## src/rtl/core_pkg.sv

```systemverilog
// Shared types for the register-file write-port arbiter: a write request
// (destination register plus data) and the architectural zero register.
package core_pkg;

   typedef struct packed {
      logic [4:0]  rd;
      logic [31:0] data;
   } wb_req_t;

   localparam logic [4:0] REG_ZERO = 5'd0;

   // One-hot decode of a destination register, used to build the pending mask.
   function automatic logic [31:0] rd_onehot(input logic [4:0] rd);
      return 32'd1 << rd;
   endfunction

endpackage

```

## src/rtl/wb_result_fifo.sv

```systemverilog
// Circular buffer of MDU results waiting for an idle write-port cycle.
// Exposes per-slot occupancy and destination registers so the top can build the pending mask.
module wb_result_fifo
   import core_pkg::*;
#(
   parameter  int DEPTH = 2,
   localparam int PW    = (DEPTH > 1) ? $clog2(DEPTH) : 1,
   localparam int CW    = $clog2(DEPTH + 1)
) (
   input  logic                  clk,
   input  logic                  rst_n,
   input  logic                  push_i,
   input  wb_req_t               push_data_i,
   input  logic                  pop_i,
   output wb_req_t               head_o,
   output logic [CW-1:0]         count_o,
   output logic [DEPTH-1:0]      valid_o,
   output logic [DEPTH-1:0][4:0] entry_rd_o
);

   wb_req_t         entries_q [DEPTH];
   logic [PW-1:0]   wr_ptr_q;
   logic [PW-1:0]   rd_ptr_q;
   logic [CW-1:0]   count_q;

   // Storage, pointers and occupancy; pointers wrap naturally since DEPTH is a power of two.
   always_ff @(posedge clk or negedge rst_n) begin
      if (!rst_n) begin
         for (int i = 0; i < DEPTH; i++) begin
            entries_q[i] <= '0;
         end
         wr_ptr_q <= '0;
         rd_ptr_q <= '0;
         count_q  <= '0;
      end else begin
         if (push_i) begin
            entries_q[wr_ptr_q] <= push_data_i;
            wr_ptr_q            <= wr_ptr_q + PW'(1);
         end
         if (pop_i) begin
            rd_ptr_q <= rd_ptr_q + PW'(1);
         end
         case ({push_i, pop_i})
            2'b10:   count_q <= count_q + CW'(1);
            2'b01:   count_q <= count_q - CW'(1);
            default: count_q <= count_q;
         endcase
      end
   end

   // A slot is live when its distance from the read pointer is below the occupancy.
   always_comb begin
      logic [PW-1:0] off;
      off = '0;
      for (int i = 0; i < DEPTH; i++) begin
         off           = PW'(i) - rd_ptr_q;
         valid_o[i]    = (CW'(off) < count_q);
         entry_rd_o[i] = entries_q[i].rd;
      end
   end

   assign head_o  = entries_q[rd_ptr_q];
   assign count_o = count_q;

endmodule

```

## src/rtl/wb_port_arbiter.sv

```systemverilog
// Single register-file write port shared by the writeback stage (priority) and
// buffered MDU results, with a starvation stall so buffered results always retire.
module wb_port_arbiter
   import core_pkg::*;
#(
   parameter int DEPTH        = 2,
   parameter int STARVE_LIMIT = 4
) (
   input  logic        clk,
   input  logic        rst_n,
   input  logic [4:0]  wb_rd,
   input  logic [31:0] wb_write_data,
   input  logic        wb_wr_enable,
   input  logic        mdu_valid,
   output logic        mdu_ready,
   input  logic [4:0]  mdu_rd,
   input  logic [31:0] mdu_data,
   output logic [4:0]  rf_rd,
   output logic [31:0] rf_write_data,
   output logic        rf_wr_enable,
   output logic        stall_pipe,
   output logic [31:0] pending_mask
);

   localparam int CW = $clog2(DEPTH + 1);
   localparam int WW = $clog2(STARVE_LIMIT + 1);

   wb_req_t               head_s;
   logic [CW-1:0]         count_s;
   logic [DEPTH-1:0]      valid_s;
   logic [DEPTH-1:0][4:0] entry_rd_s;
   logic                  empty_s;
   logic                  push_s;
   logic                  pop_s;
   logic                  blocked_s;

   logic [4:0]    rf_rd_q,   rf_rd_d;
   logic [31:0]   rf_data_q, rf_data_d;
   logic          rf_en_q,   rf_en_d;
   logic          stall_q,   stall_d;
   logic [WW-1:0] wait_q,    wait_d;

   assign empty_s   = (count_s == CW'(0));
   assign mdu_ready = (count_s < CW'(DEPTH));
   assign push_s    = mdu_valid && mdu_ready;

   wb_result_fifo #(.DEPTH(DEPTH)) u_fifo (
      .clk         (clk),
      .rst_n       (rst_n),
      .push_i      (push_s),
      .push_data_i ({mdu_rd, mdu_data}),
      .pop_i       (pop_s),
      .head_o      (head_s),
      .count_o     (count_s),
      .valid_o     (valid_s),
      .entry_rd_o  (entry_rd_s)
   );

   // Grant: pipeline first unless a forced stall hands the port to the FIFO head.
   always_comb begin
      rf_rd_d   = rf_rd_q;
      rf_data_d = rf_data_q;
      rf_en_d   = 1'b0;
      pop_s     = 1'b0;
      if (wb_wr_enable && !stall_q) begin
         rf_rd_d   = wb_rd;
         rf_data_d = wb_write_data;
         rf_en_d   = (wb_rd != REG_ZERO);
      end else if (!empty_s) begin
         pop_s     = 1'b1;
         rf_rd_d   = head_s.rd;
         rf_data_d = head_s.data;
         rf_en_d   = (head_s.rd != REG_ZERO);
      end else begin
         rf_en_d   = 1'b0;
      end
   end

   // Starvation tracking: the stall is raised on the STARVE_LIMIT-th blocked cycle.
   always_comb begin
      blocked_s = !empty_s && !pop_s;
      if (blocked_s) begin
         wait_d  = wait_q + WW'(1);
         stall_d = (wait_q == WW'(STARVE_LIMIT - 1));
      end else begin
         wait_d  = '0;
         stall_d = 1'b0;
      end
   end

   // Hazard mask of every destination still buffered; r0 is never a hazard.
   always_comb begin
      pending_mask = 32'd0;
      for (int i = 0; i < DEPTH; i++) begin
         if (valid_s[i]) begin
            pending_mask = pending_mask | rd_onehot(entry_rd_s[i]);
         end else begin
            pending_mask = pending_mask;
         end
      end
      pending_mask[0] = 1'b0;
   end

   // Registered write-port outputs and starvation state.
   always_ff @(posedge clk or negedge rst_n) begin
      if (!rst_n) begin
         rf_rd_q   <= 5'd0;
         rf_data_q <= 32'd0;
         rf_en_q   <= 1'b0;
         stall_q   <= 1'b0;
         wait_q    <= '0;
      end else begin
         rf_rd_q   <= rf_rd_d;
         rf_data_q <= rf_data_d;
         rf_en_q   <= rf_en_d;
         stall_q   <= stall_d;
         wait_q    <= wait_d;
      end
   end

   assign rf_rd         = rf_rd_q;
   assign rf_write_data = rf_data_q;
   assign rf_wr_enable  = rf_en_q;
   assign stall_pipe    = stall_q;

endmodule

```

## config.mk

```make
export PLATFORM = sky130hd
export DESIGN_NAME = wb_port_arbiter
export DESIGN_NICKNAME = d
export VERILOG_FILES = /design/src/rtl/core_pkg.sv /design/src/rtl/wb_result_fifo.sv /design/src/rtl/wb_port_arbiter.sv
export SDC_FILE = /design/constraint.sdc
export NUM_CORES = 1
export LEC_CHECK = 0
export CORE_MARGIN = 2
export CORE_UTILIZATION = 40
export DETAILED_ROUTE_END_ITERATION = 12
export DONT_BUFFER_PORTS = 1
export PLACE_DENSITY = 0.67
export SLEW_MARGIN = 20
export SYNTH_ARGS = -nofsm -noshare
export SYNTH_HDL_FRONTEND = slang
export SYNTH_SLANG_ARGS = --single-unit
```

## constraint.sdc

```tcl
create_clock -name clk -period 1.5 [get_ports clk]
set_clock_uncertainty 0.1 [all_clocks]
set_input_delay 0.075 -clock clk [delete_from_list [all_inputs] [get_ports clk]]
set_output_delay 0.075 -clock clk [all_outputs]
set_load 0.05 [all_outputs]
```

==> impl_metrics.json <==
{
  "first_iter_violations": 324,
  "syn-instance-count": 515,
  "status": "finished, violations left",
  "io_pins": 150,
  "syn2layout_area_growth_pct": 67.6,
  "cpPeakStageDelay_ns": 0.40,
  "worstSetupEndpointType": "output port",
  "postLayoutCellArea_mm2": 0.00986,
  "vias": 4938,
  "synth_area_leader_cell": "dfrtp_1",
  "internal-power_mw": 14.7,
  "cts_tree": "yes",
  "async_reset_ff_share_pct": 100,
  "final_net_count": 790,
  "use_met3_pct": 4.45,
  "synth_edf_count": 0,
  "max_freq_ghz": 0.511,
  "crit_path_max_fanout": 7,
  "layout_common_cells": "dfrtp_1, dlygate4sd3_1, mux2_4, buf_4, buf_6",
  "port_buffers": 0,
  "swShare_pct": 41.3,
  "core_area_mm2": 0.0145,
  "syn_area_per_cell_um2": 11.4,
  "dieArea_mm2": 0.0157,
  "yosysSeqAreaShare_pct": 51.0,
  "switching_power_mw": 10.3,
  "worstHoldPathType": "input port to asynchronous set/reset pin",
  "path_cells": "buf_6, nor2b_4, o211ai_1, buf_6, o22ai_4, buf_12",
  "finalSetupTns_ns": -28.33,
  "grt-busiest-layer": "met2",
  "min_period_over_period_pct": 131,
  "start_kind": "flop",
  "ir_drop_v": 0.00100,
  "via_per_inst": 5.46,
  "insertion_delay_ns": 0.40,
  "grt_pass1_wl_mm": 28.7,
  "syn_nets": 596,
  "hold_slack_ns": -0.737,
  "grt_use_total_pct": 23.1,
  "p_comb_share_pct": 58.5,
  "critPathBufInv": 3,
  "cp_slowest_cell": "dfrtp_1",
  "fin_ws_ns": -0.458,
  "timing.max_cap.violations": 0,
  "dp_hpwl_mm": 10.2,
  "cp_top_family": "buffers and inverters",
  "drv_slew": 0,
  "yosysUniqueCellTypes": 39,
  "drt_wl_total_mm": 18.9,
  "dieWidth_um": 125,
  "drt_pass1_iterations": 4,
  "placementRows": 44,
  "total_power_mw": 25.0,
  "ys_seq_elements": 120,
  "routedWlPerCell_um": 20.9,
  "finalWeightedCongestion": 0.826,
  "diodes": 0,
  "crit_type": "flop to output port",
  "required_ns": 1.32,
  "antenna_found_initial": 0,
  "cts_max_level": 4,
  "fill_cells": 983,
  "leakage_nw": 4.22,
  "die_h_um": 125,
  "use_met2_pct": 40.4,
  "hold_viol_final": 120,
  "netlist_area_mm2": 0.00588,
  "grt_max_degree": 121,
  "power_density_mw_per_mm2": 2540,
  "rsz0062_at_grt": "true",
  "first_global_vias": 5353,
  "dp.cells": 767,
  "seqPwrFrac_pct": 24.1,
  "violations": "hold timing, setup timing",
  "path_common_cell": "buf_6",
  "cts_sinks": 120,
  "final_layout_size_suffix_gt1_share_pct": 47.2,
  "clock_path_buffers": 2,
  "crit_arrival_ns": 1.78,
  "report.final.setup_viol": 150,
  "start_util_pct": 40.6,
  "placed_cell_area_mm2": 0.00730,
  "final_cells": 905,
  "yosysTopAreaCellShare_pct": 51.0,
  "clk_pin_slew_worst_paths_ns": 0.05,
  "min_period_ns": 1.96,
  "final_antenna_net_count": 0,
  "route.detailed.drc": 0,
  "gr-total-overflow": 0,
  "ys.flop_type": "dfrtp_1",
  "grt_use_met1_pct": 27.8,
  "yosysWarnings": 0,
  "p_clk_share_pct": 17.4,
  "cts_buffers": 17,
  "ctsRootBufferMaster": "clkbuf_16",
  "synth_area_leaders": "dfrtp_1, mux2_2, mux2_4",
  "ctsHoldBuffers": 75,
  "layout_commonest_cell": "dfrtp_1"
}
-- final cells by class --
class                           count  area (um^2)  share of cell area (%)
Clock buffer                       23          488                    4.95
Clock inverter                      8          143                    1.45
Inverter                            5         23.8                   0.241
Multi-Input combinational cell    348         3530                    35.8
Sequential cell                   120         3010                    30.5
Tap cell                          184          230                    2.33
Timing Repair Buffer              217         2440                    24.8
-- state kept, by name, summed over array words and instances (netlist names) --
signal / flops
rf_rd: 5
stall_pipe: 1
u_fifo.wr_ptr_q: 1
u_fifo.count_o: 2
wait_q: 3
u_fifo.entry_rd_o: 10
rf_wr_enable: 1
u_fifo.entries_q: 64
u_fifo.rd_ptr_q: 1
rf_write_data: 32
-- synth_stat cells (all sizes together) (3+ instances only) --
master and number:
o22ai 31, clkbuf 18, xnor2 5, nor2b 37, a211oi 35, buf 24
o211ai 4, inv 5, nand3 4, dfrtp 120, or3b 5, mux2 74
nor2 44, nand3b 8, o31ai 37, ha 3, nand2 42
-- cell families after synthesis --
family / count (synthesis) / share of synthesized area, %
and+or+nand+nor: 152 / 13.5
DFF: 120 / 51.0
AOI/OAI and AO/OA: 113 / 13.8
adders and majority gates: 3 / 0.638
muxes: 74 / 16.1
xor gates and xnor gates: 5 / 0.744
buffers and inverters: 47 / 4.12
other: 1 / 0.0637
-- power by group through the flow --
stage	Combinational, mW	Clock [mW]	Sequential, mW
after floorplan	6.46	0	7.09
after global placement	10.7	0	5.74
after detailed placement	11.0	0	5.83
after CTS	13.5	4.41	5.87
after global routing	15.3	4.56	6.18
final	14.6	4.35	6.02
-- per-stage QoR --
step                      hold slack, ns  setup WS (ns)  utilization [%]
final                             -0.737         -0.458             68.1
after global routing              -0.756         -0.529             68.1
after CTS                         -0.755         -0.469             65.5
after detailed placement          -0.319         -0.150             50.4
after global placement            -0.318         -0.114             50.4
after floorplan                   -0.321         -0.277                -
-- worst paths after layout --
kind / startpoint / to / slack, ns / cells after the start
worst max-delay path: u_fifo.count_o[0] / pending_mask[1] / -0.46 / 6
worst min-delay path: rst_n / u_fifo.entries_q[6] / -0.74 / 0
worst max register to register: u_fifo.count_o[0] / u_fifo.count_o[1] / -0.33 / 9
worst min register to register: wait_q[0] / wait_q[0] / 0.38 / 1
max in group asynchronous: rst_n / u_fifo.rd_ptr_q / 1.88 / 0
min in group clk: mdu_valid / u_fifo.entries_q[14] / 0.07 / 3
-- repair_timing --
item,CTS,global route
cloned,8,6
gates resized for setup,96,60
setup buffers,19,4
pin swaps,36,31
setup endpoints to repair,107,148
endpoints found under the hold margin,234,120
-- worst reg2reg max path, stage by stage (launching register included) --
cell	delay (ns)
dfrtp_1	0.40
buf_6	0.13
buf_4	0.12
buf_6	0.12
nor2_4	0.13
or2_4	0.14
inv_2	0.04
ha_4	0.25
nor2_1	0.17
xnor2_1	0.15
-- metal layers --
metal	wire length (um)	share of wire, %
met4	422	2.2
met1	7590	40
met3	754	4.0
met5	0	0
met2	10100	54
Note: power is estimated with default switching activity, not from simulation.
